--- config.mk ---
export PLATFORM = sky130hd
export DESIGN_NAME = wide_add_seq
export DESIGN_NICKNAME = d
export VERILOG_FILES = /design/src/rtl/wide_add_seq.sv
export SDC_FILE = /design/constraint.sdc
export NUM_CORES = 1
export LEC_CHECK = 0
export ABC_AREA = 1
export BUFFER_PORTS_ARGS = -buffer_cell sky130_fd_sc_hd__clkbuf_2
export CORE_MARGIN = 2
export CORE_UTILIZATION = 29
export DETAILED_ROUTE_END_ITERATION = 12
export GPL_TIMING_DRIVEN = 0
export PLACE_DENSITY_LB_ADDON = 0.12
export SLEW_MARGIN = 30
export SYNTH_ARGS = -nofsm -noshare
export SYNTH_HDL_FRONTEND = slang
export SYNTH_SLANG_ARGS = --single-unit
--- constraint.sdc ---
create_clock -name Clk -period 2.8 [get_ports Clk]
set_input_delay 0.42 -clock Clk [delete_from_list [all_inputs] [get_ports Clk]]
set_output_delay 0.42 -clock Clk [all_outputs]
set_load 0.03 [all_outputs]
--- src/rtl/wide_add_seq.sv ---
// Multi-byte add/subtract sequencer: walks operand limbs LSB-first through an
// external 8-bit ALU, chaining the carry between limbs.
module wide_add_seq #(
  parameter int BYTES = 2
) (
  input  logic               Clk,
  input  logic               Reset,
  input  logic               Start,
  input  logic               Sub,
  input  logic [BYTES*8-1:0] OperandA,
  input  logic [BYTES*8-1:0] OperandB,
  output logic [7:0]         AluInputA,
  output logic [7:0]         AluInputB,
  output logic [3:0]         AluOP,
  output logic               AluOverflowIn,
  input  logic [7:0]         AluOut,
  input  logic               AluOverflowOut,
  output logic [BYTES*8-1:0] Result,
  output logic               CarryOut,
  output logic               Zero,
  output logic               Busy,
  output logic               Done
);

  localparam int W     = BYTES * 8;
  localparam int IDX_W = (BYTES > 1) ? $clog2(BYTES) : 1;
  localparam logic [IDX_W-1:0] LAST_IDX = IDX_W'(BYTES - 1);

  typedef enum logic [1:0] {IDLE, RUN, DONE} state_t;

  state_t           state_q, state_d;
  logic [IDX_W-1:0] idx_q, idx_d;
  logic             c_q, c_d;
  logic [W-1:0]     result_q, result_d;
  logic             carry_q, carry_d;
  logic [W-1:0]     a_q, a_d;
  logic [W-1:0]     b_q, b_d;
  logic             sub_q, sub_d;
  logic [7:0]       limb_a, limb_b;

  always_ff @(posedge Clk or negedge Reset) begin
    if (!Reset) begin
      state_q  <= IDLE;
      idx_q    <= '0;
      c_q      <= 1'b0;
      result_q <= '0;
      carry_q  <= 1'b0;
    end else begin
      state_q  <= state_d;
      idx_q    <= idx_d;
      c_q      <= c_d;
      result_q <= result_d;
      carry_q  <= carry_d;
    end
  end

  // Operand latches are only meaningful after a Start, so they carry no reset.
  always_ff @(posedge Clk) begin
    a_q   <= a_d;
    b_q   <= b_d;
    sub_q <= sub_d;
  end

  always_comb begin
    limb_a = 8'h00;
    limb_b = 8'h00;
    for (int i = 0; i < BYTES; i++) begin
      if (idx_q == IDX_W'(i)) begin
        limb_a = a_q[i*8 +: 8];
        limb_b = b_q[i*8 +: 8];
      end
    end
  end

  always_comb begin
    state_d       = state_q;
    idx_d         = idx_q;
    c_d           = c_q;
    result_d      = result_q;
    carry_d       = carry_q;
    a_d           = a_q;
    b_d           = b_q;
    sub_d         = sub_q;
    AluInputA     = 8'h00;
    AluInputB     = 8'h00;
    AluOP         = 4'b0000;
    AluOverflowIn = 1'b0;

    case (state_q)
      IDLE: begin
        if (Start) begin
          a_d      = OperandA;
          b_d      = OperandB;
          sub_d    = Sub;
          idx_d    = '0;
          result_d = '0;
          state_d  = RUN;
        end
      end
      RUN: begin
        // Subtraction is A + ~B + 1: the +1 enters as carry-in of limb 0.
        AluInputA     = limb_a;
        AluInputB     = sub_q ? ~limb_b : limb_b;
        AluOverflowIn = (idx_q == '0) ? sub_q : c_q;
        for (int i = 0; i < BYTES; i++) begin
          if (idx_q == IDX_W'(i)) result_d[i*8 +: 8] = AluOut;
        end
        c_d = AluOverflowOut;
        if (idx_q == LAST_IDX) begin
          carry_d = AluOverflowOut;
          idx_d   = '0;
          state_d = DONE;
        end else begin
          idx_d = idx_q + IDX_W'(1);
        end
      end
      DONE:    state_d = IDLE;
      default: state_d = IDLE;
    endcase
  end

  assign Result   = result_q;
  assign CarryOut = carry_q;
  assign Zero     = (result_q == '0);
  assign Busy     = (state_q != IDLE);
  assign Done     = (state_q == DONE);

endmodule

## Word-level counts from Yosys, hierarchy flattened

Cells that the tools add are included.

- Output and inout port bits: 41
- Bits in registers: 54
- Input bits: 45
- Memories: 0
- Word-level logic and storage cells: 43
- Bits in writable memories: 0
- Latch bits: 0
- ROM bits: 0

- Divide/modulo/power cells: 0
- Shifts and indexed selects: 0
- $add $sub $neg: 1
- Equal/unequal tests: 5
- $mul: 0
- Bitwise logic cells: 1
- $lt $le $gt $ge: 0
- Reduce and logical (&&, ||, !) cells: 10
- Multiplexer cells: 17

Operator list:

| kind | number |
|---|---|
| 2-to-1 mux 8 bit | 7 |
| one-hot mux 16 bit (2 select lines) | 1 |
| logical NOT 16 bit | 1 |
| 2-to-1 mux 16 bit | 1 |
| inverter 8 bit | 1 |
| AND reduction 2 bit | 4 |
| inequality test 2 bit (second input constant) | 3 |
| AND reduction 3 bit | 2 |
| 2-to-1 mux 1 bit | 4 |
| 2-to-1 mux 2 bit | 2 |
| one-hot mux 2 bit (2 select lines) | 1 |
| nonzero test 2 bit | 2 |
| == test 2 x 1 -> 1 bit (second input constant) | 1 |
| == test 2 bit (second input constant) | 1 |
| logical NOT 2 bit | 1 |
| one-hot mux 1 bit (2 select lines) | 1 |
| adder 1 bit (second input constant) | 1 |

## Longest topological paths before layout

Gate-level depths: netlist (run 1).

- Depth after elaboration: 4
- Mapped depth: 7

## Worst setup path before layout (run 1)

No wires, ideal clock.

- Kind: reg2reg
- From: reg state_q[1]
- To: reg a_q[0], enable pin
- Data required time: 2.412 ns
- Path slack: 0.907 ns
- Arrival: 1.505 ns
- Clock period less this slack: 1.893 ns
- Stages on the path, launching flop included: 5
- Library setup time: 0.388 ns
- Path through: dfrtp_1 > nor2_2 > nand2_4 > buf_6 > inv_1

- Word-level cells in the longest chain between the ends: 2

RTL lines:

| what | RTL line | source |
|---|---|---|
| start, declared | 31 | `state_t state_q, state_d;` |
| start signal, assigned | 49 | `state_q <= state_d;` |
| logical NOT 2 bit | 89 | `case (state_q)` |
| AND reduction 2 bit (no line) | - |  |
| end signal, assigned | 59 | `a_q <= a_d;` |
| end, declared | 36 | `logic [W-1:0] a_q, a_d;` |

Every way passes these cells.
A chain may end at the register's enable or synchronous reset.

## Final worst setup path (run 1)

- From: reg idx_q
- To: out AluInputB[5]

- Word-level cells in the longest chain between the ends: 4

RTL lines:

| what | RTL line | source |
|---|---|---|
| start, declared | 32 | `logic [IDX_W-1:0] idx_q, idx_d;` |
| start signal, assigned | 50 | `idx_q <= idx_d;` |
| 2-to-1 mux 8 bit * | 68 | `if (idx_q == IDX_W'(i)) begin` |
| inverter 8 bit | 103 | `AluInputB = sub_q ? ~limb_b : limb_b;` |
| 2-to-1 mux 8 bit * | 103 |  |
| 2-to-1 mux 8 bit * | 89 |  |
| end, declared | 13 | `output logic [7:0] AluInputB,` |

Mark *: on every way between the ends. The rest lies on a longest branch, timed or not.

==> summary.md, run 1 <==
| Metric | Value |
|---|---|
| Starting Density | `29.6%` |
| H-tree levels | `2` |
| Req. time, crit path | `2.38 ns` |
| Final WS setup | `between 0.6 and 0.7 ns` |
| Post-synth EDFFs | `33` |
| Worst skew pair latency | `0.31 ns` |
| Synthesized cell area | `between 2000 and 2500 sq um` |
| Hold-fix buffers, CTS | `0` |
| Fin. Hold Viols | `0` |
| Vias per inst | `approximately 4.3` |
| Setup_tns | `0 ns` |
| Via count | `1886` |
| Synth Flop Type | `edfxtp_1` |
| Critical path arrival | `around 1.7 ns` |
| Synth cell count leaders | `nand2_1 (73), edfxtp_1 (33), nand3_1 (33)` |
| Post-synth top area cell | `edfxtp_1` |
| RR Startpoint | `state_q[1]$_DFFE_PN0P_` |
| Die W | `95.1 um` |
| Number of global-route vias before repair | `1860` |
| CTS Buf Count | `5` |
| NumNets Final | `roughly 380` |
| Post-synth cell types | `23` |
| Final setup fails | `0` |
| Worst-margin pin slew | `0.697 ns` |
| Final non-filler cell total | `439` |
| Critical Path Start Type | `flop` |
| YS warnings | `0` |
| 1st-pass router iterations | `4` |
| Cell Rows | `33` |
| Crit-path max FO | `10` |
| Largest net degree at the start of global routing | `34` |
| Pwr Density | `1180 nW/um^2` |
| Max Slew Vio Count | `0` |
| # IOs | `86` |
| Drt drc | `0` |
| Violation count after the first detailed-route iteration | `59` |
| #FFs+latches synth | `between 50 and 60` |
| FFs w/ async S/R, synth | `38.9%` |
| Most area-consuming cells after synthesis | `edfxtp_1 (41%), dfrtp_1 (22%), nand2_1 (11%), nand3_1 (6.9%), a21oi_1 (3.3%)` |
| Dpl ws | `0.918 ns` |
| Tcrit/Tclk final | `75.4%` |
| RSZ-0062 raised after global routing | `no` |
| Leakage | `0.00151 uW` |
| Root Buffer Master | `clkbuf_8` |
| Post-synthesis cell count | `roughly 240` |
| Global-route usage over all layers | `a little over an eighth` |
| Max-slew headroom | `53.4%` |
| Placed Cells | `431` |
| Sequential fraction of the synthesis area | `63.0%` |
| Top-count cell post-synth | `nand2_1` |
| CP cell instances | `buf_4 > inv_4 > buf_4 > nand2_1 > nand3_1 > nand2_1 > nor2_1 > clkbuf_2` |
| Die ar. | `9040 sq um` |
| DRT Wirelength | `5.60 mm` |
| Clk_skew | `0.00368 ns` |
| Synth top area share | `41.2%` |
| Antenna diodes | `0` |
| Multi-input logic area | `717 sq um` |
| Register Area | `1520 sq um` |
| Max-cap check violation count | `0` |
| Layout cells sized above 1 | `33.2%` |
| Antenna viol nets, final | `0` |
| HPWL after DPL | `between 4 and 5 mm` |
| Critical Path Max Stage Delay | `about 0.38 ns` |
| Post_cts resized | `0` |
| Input/output buffers | `81` |
| Maximum clock frequency | `0.473 GHz` |
| Synth Area per Inst | `around 9.9 sq um` |
| Worst-path clk slew | `0.09 ns` |
| RR Endpoint | `a_q[6]$_DFFE_PP_` |
| Hold crit path type | `input port to async pin` |
| CP Capture Type | `output port` |
| Reg2Reg Setup Slack | `approximately 0.97 ns` |
| Crit path from | `idx_q$_DFFE_PN0P_` |
| DIE HEIGHT | `95.1 um` |
| GP Congestion | `0.732` |
| CTS tree | `built` |
| Global-route wire length before repair | `9.18 mm` |
| Antenna violations before repair | `0` |
| Layout area overhead | `27.2%` |
| Peak supply drop | `354 uV` |
| Fillers | `846` |
| Clock tree sinks | `54` |
| Grt ovf | `0` |
| Min cycle time layout | `2.11 ns` |
| Post-CTS Setup Inserts | `0` |
| Crit-path slowest cell | `dfrtp_1` |
| Status | `finished clean` |
| Clock buffer depth | `2` |
| Core area | `8130 sq um` |
| Crit path to | `AluInputB[5]` |
| Worst reg2reg path depth | `4` |
| Routed WL per cell | `12.8 um` |
| Critical path class | `flop to output port` |
worst min path at each step:
stage	startpoint	slack, ns	end
3_5_place_dp	Reset	0.44	state_q[1]$_DFFE_PN0P_
4_1_cts	Reset	0.09	Result[1]$_DFFE_PN0P_
6_report	Reset	0.08	Result[1]$_DFFE_PN0P_
2_1_floorplan	Reset	0.12	CarryOut$_DFFE_PN0P_
5_1_grt	Reset	0.12	Result[1]$_DFFE_PN0P_
3_3_place_gp	Reset	0.44	Result[6]$_DFFE_PN0P_
placed cells by master (no fill, tap or decap), types with 5 or more instances in the layout:
master    instances
inv_1            14
clkbuf_2         81
nand2_1          73
buf_4             7
dfrtp_1          21
a21oi_1          16
nor2_1           15
edfxtp_1         33
nand3_1          33
nand4_1           8
clkbuf_8          5
kinds of logic after synthesis:
logic type      count (synthesis)  share of synthesized area, %
simple gates                  136                          25.6
flops                          54                          63.0
buf+inv                        34                          7.64
compound gates                 17                          3.54
other cells                     1                         0.156
routing by layer:
layer	vias to the layer above	GRT usage, %	routed length [um]
met1	832	17.2	2450
met5	-	0	0
met2	68	22.2	2650
met3	6	3.72	433
met4	0	4.35	74
li1	980	-	-
metrics by stage:
stage,instance area [sq um],hold WS [ns],util [%],power (uW)
6_report,3060,0.0751,37.6,3610
5_1_grt,3060,0.116,37.6,3920
4_1_cts,3060,0.0940,37.6,3670
3_5_place_dp,2950,0.440,36.3,3150
3_3_place_gp,2950,0.441,36.3,3140
2_1_floorplan,2420,0.124,-,2590
final cells by class:
| type | count | area share (%) |
|---|---|---|
| Multi-Input combinational cell | 157 | 23.4 |
| Clock buffer | 7 | 2.49 |
| Sequential cell | 54 | 49.6 |
| Clock inverter | 1 | 0.981 |
| Buffer | 15 | 3.60 |
| Timing Repair Buffer | 81 | 13.2 |
| Inverter | 19 | 2.41 |
| Tap cell | 105 | 4.29 |
power by group:
group	switching, uW	leakage, uW	internal [uW]
combinational	1310	0.000879	528
sequential	136	0.000582	1120
clock	254	0.0000524	268
total	1700	0.00151	1910
worst max-delay path: cells and delay by family (launching register included):
family                 cells  cell delay, ns
DFF                        1            0.38
buffers and inverters      4            0.68
and+or+nand+nor            4            0.33
flip-flops by register name, summed over array words and instances, names as in the netlist:
name and cells:
c_q 1, CarryOut 1, Result 16, a_q 16, sub_q 1, state_q 2, b_q 16, idx_q 1
No activity file was read; power rests on OpenSTA's default activity.
==> run 2: changes to the inputs <==
ABC_AREA = 0   (was 1)
clock period = 1.8 ns   (was 2.8 ns; I/O delays follow)
==> run 2 against run 1 <==
Net effect:
- cell count is 13% lower
- wire length up 3.7%
- die area rose by 0.95%
- sequential cell count did not move
- critical endpoint is now AluInputB[1]
- via count shrank 6.9%
- register-to-register slack worse by 0.91 ns
- setup slack lost 0.79 ns
- critical path type unchanged
- first-iteration DRC count up 5.1%
- power rose by 71%
- area after synthesis up 0.99%
- hold slack improved by 0.058 ns
- the flow now finishes with violations (setup timing)
- sequential power increased by 54%
==> summary.md, run 2 <==
| Metric | Value |
|---|---|
| Synthesized cell area | `2430 sq um (was 2410 sq um)` |
| WP buf/inv | `3 (was 4)` |
| Input/output buffers | `81 (unchanged)` |
| Sequential fraction of the synthesis area | `62.4% (was 63.0%)` |
| Commonest cells after routing, fill and taps aside | `clkbuf_2 (64), edfxtp_1 (33), buf_4 (22) (was clkbuf_2 (81), nand2_1 (73), nand3_1 (33), edfxtp_1 (33), dfrtp_1 (21))` |
| Clock tree sinks | `54 (unchanged)` |
| Violation count after the first detailed-route iteration | `62 (was 59)` |
| 1st-pass router iterations | `4 (unchanged)` |
| CTS Buf Count | `5 (unchanged)` |
| Min cycle time layout | `1.90 ns` |
| Synth Area per Inst | `14.4 sq um (was 9.94 sq um)` |
| Commonest non-fill, non-tap cell in the layout | `clkbuf_2 (unchanged)` |
| #FFs+latches synth | `54 (unchanged)` |
| Worst-path clk slew | `0.10 ns (was 0.09 ns)` |
| Final setup fails | `9 (was 0)` |
| Layout cells sized above 1 | `52.0% (was 33.2%)` |
| # IOs | `86 (unchanged)` |
| Vias per inst | `4.62 (was 4.30)` |
| Worst-margin pin slew | `0.547 ns (was 0.697 ns)` |
| Number of global-route vias before repair | `1728 (was 1860)` |
| Maximum clock frequency | `0.526 GHz` |
| Fillers | `763 (was 846)` |
| CP cell instances | `buf_6 > buf_12 > mux2i_2 > mux2i_2 > buf_4 (was buf_4 > inv_4 > buf_4 > nand2_1 > nand3_1 > nand2_1 > nor2_1 > clkbuf_2)` |
| Most used cell along the critical path | `mux2i_2` |
| H-tree levels | `2 (unchanged)` |
| Critical Path Start Type | `flop (unchanged)` |
| Critical Path Max Stage Delay | `0.39 ns (was 0.38 ns)` |
| Via count | `1756 (was 1886)` |
| Max Slew Vio Count | `0 (unchanged)` |
| Critical path arrival | `1.63 ns (was 1.69 ns)` |
| Post-synth EDFFs | `33 (unchanged)` |
| Hold crit path type | `input port to flop (was input port to async pin)` |
| Max-cap check violation count | `0 (unchanged)` |
| Die W | `95.5 um (was 95.1 um)` |
| Cell Rows | `33 (unchanged)` |
| Crit-path slowest cell | `dfrtp_1 (unchanged)` |
| Peak supply drop | `634 uV (was 354 uV)` |
| DIE HEIGHT | `95.5 um (was 95.1 um)` |
| Pwr Density | `1780 nW/um^2 (was 1180 nW/um^2)` |
| Final WS setup | `-0.0998 ns (was 0.688 ns)` |
| Antenna viol nets, final | `0 (unchanged)` |
| Clk_skew | `0.00963 ns (was 0.00368 ns)` |
| Root Buffer Master | `clkbuf_8 (unchanged)` |
| Die ar. | `9130 sq um (was 9040 sq um)` |
| FFs w/ async S/R, synth | `38.9% (unchanged)` |
| NumNets Final | `319 (was 378)` |
| Global-route usage over all layers | `13.1% (was 13.5%)` |
| Critical path class | `flop to output port (unchanged)` |
| Core Util, Final | `42.6% (was 37.6%)` |
| Max-slew headroom | `63.5% (was 53.4%)` |
| Layout area overhead | `43.3% (was 27.2%)` |
| CP Capture Type | `output port (unchanged)` |
| Most area-consuming cells after synthesis | `edfxtp_1 (41%), dfrtp_1 (22%), mux2i_1 (10%), a221o_1 (6.6%), and3b_1 (2.9%) (was edfxtp_1 (41%), dfrtp_1 (22%), nand2_1 (11%), nand3_1 (6.9%), a21oi_1 (3.3%))` |
| Pwr Total | `6190 uW (was 3610 uW)` |
| Fin. Hold Viols | `0 (unchanged)` |
| Largest net degree at the start of global routing | `22 (was 34)` |
| Synth Flop Type | `edfxtp_1 (unchanged)` |
| CP top delay family | `buffers and inverters (unchanged)` |
| YS warnings | `0 (unchanged)` |
| Post-synth top area cell | `edfxtp_1 (unchanged)` |
| Drt drc | `0 (unchanged)` |
| Status | `complete, but fails checks (was finished clean)` |
| Global-route wire length before repair | `9.00 mm (was 9.18 mm)` |
| CTS tree | `built (unchanged)` |
| Grt ovf | `0 (unchanged)` |
| HPWL after DPL | `3.88 mm (was 4.09 mm)` |
| Worst skew pair latency | `0.30 ns (was 0.31 ns)` |
| Req. time, crit path | `1.53 ns (was 2.38 ns)` |
| GP Congestion | `0.696 (was 0.732)` |
| Crit-path max FO | `5 (was 10)` |
| Top-count cell post-synth | `edfxtp_1 (was nand2_1)` |
| Clock buffer depth | `2 (unchanged)` |
| Antenna violations before repair | `0 (unchanged)` |
| Routed WL per cell | `15.3 um (was 12.8 um)` |
| Tcrit/Tclk final | `106%` |
| Hold Slack | `0.133 ns (was 0.0751 ns)` |
| Post-synthesis cell count | `169 (was 242)` |
| Antenna diodes | `0 (unchanged)` |
| Post-synth cell types | `26 (was 23)` |
| Violated checks | `setup timing` |
| Synth cell count leaders | `edfxtp_1 (33), mux2i_1 (25), dfrtp_1 (21) (was nand2_1 (73), edfxtp_1 (33), nand3_1 (33))` |
| Leakage | `0.00160 uW (was 0.00151 uW)` |
| Synth top area share | `40.8% (was 41.2%)` |
| RSZ-0062 raised after global routing | `yes (was no)` |
| Starting Density | `29.7% (was 29.6%)` |
| Core area | `8180 sq um (was 8130 sq um)` |
| DRT Wirelength | `5.81 mm (was 5.60 mm)` |
-- run 2: metrics by stage --
stage / worst slack (ns) / TNS [ns] / cells / cell area, sq um
final: -0.0998 / -0.465 / 380 / 3480
after global placement: -0.296 / -9.82 / 358 / 3000
after CTS: -0.141 / -1.00 / 377 / 3340
after floorplan: -0.0232 / -0.766 / 172 / 2460
after detailed placement: -0.293 / -9.66 / 358 / 3000
after global routing: -0.156 / -1.47 / 380 / 3480
-- run 2: kinds of logic (layout without fill, tap and decap cells) --
group,after synthesis,after routing,share of synthesized area (%)
and+or+nand+nor,49,50,12.8
buffers and inverters,19,121,5.36
muxes,27,27,11.2
DFF,54,54,62.4
AOI/OAI and AO/OA,19,19,8.08
other,1,4,0.154
-- run 2: path summary, 6_finish.rpt --
path | startpoint | endpoint | slack [ns] | cells after the start
max in group asynchronous | Reset | state_q[1]$_DFFE_PN0P_ | 0.93 | 2
min in group asynchronous | Reset | Result[3]$_DFFE_PN0P_ | 0.48 | 2
min reg2reg | CarryOut$_DFFE_PN0P_ | CarryOut$_DFFE_PN0P_ | 0.50 | 1
min | OperandA[6] | a_q[6]$_DFFE_PP_ | 0.13 | 1
max | idx_q$_DFFE_PN0P_ | AluInputB[1] | -0.1 | 5
max reg2reg | state_q[1]$_DFFE_PN0P_ | a_q[8]$_DFFE_PP_ | 0.06 | 4
-- run 2: final cells by class --
class / instances / area (sq um) / share of cell area (%)
buffer: 16 / 158 / 4.53
clock buffer: 7 / 76.3 / 2.19
clock inverter: 1 / 30.0 / 0.863
inverter: 2 / 7.51 / 0.216
multi-input combinational: 100 / 916 / 26.3
sequential: 54 / 1520 / 43.6
tap: 105 / 131 / 3.77
timing repair buffer: 95 / 644 / 18.5
-- run 2: repair_timing --
item	in CTS	in global routing
gates resized for setup	40	35
gates cloned	2	1
setup endpoints to repair	50	18
buffers inserted	8	3
endpoints found under the hold margin	21	0
hold buffers	1	0
pin swaps	2	2
-- run 2: worst register-to-register path, delay by kind of cell, from the launching register on --
family	cells	cell delay, ns
buffers and inverters	2	0.25
and+or+nand+nor	2	0.68
DFF	1	0.46
-- run 2: where the power goes --
part | switching [uW] | internal, uW
combinational | 1880 | 1580
clock | 384 | 417
sequential | 229 | 1710
total | 2490 | 3700
-- run 2: routing by layer --
layer | track usage, % | part of all wire (%)
met3 | 3.32 | 6.7
met5 | 0 | 0
met1 | 17.1 | 45
met2 | 21.7 | 47
met4 | 3.45 | 1.2
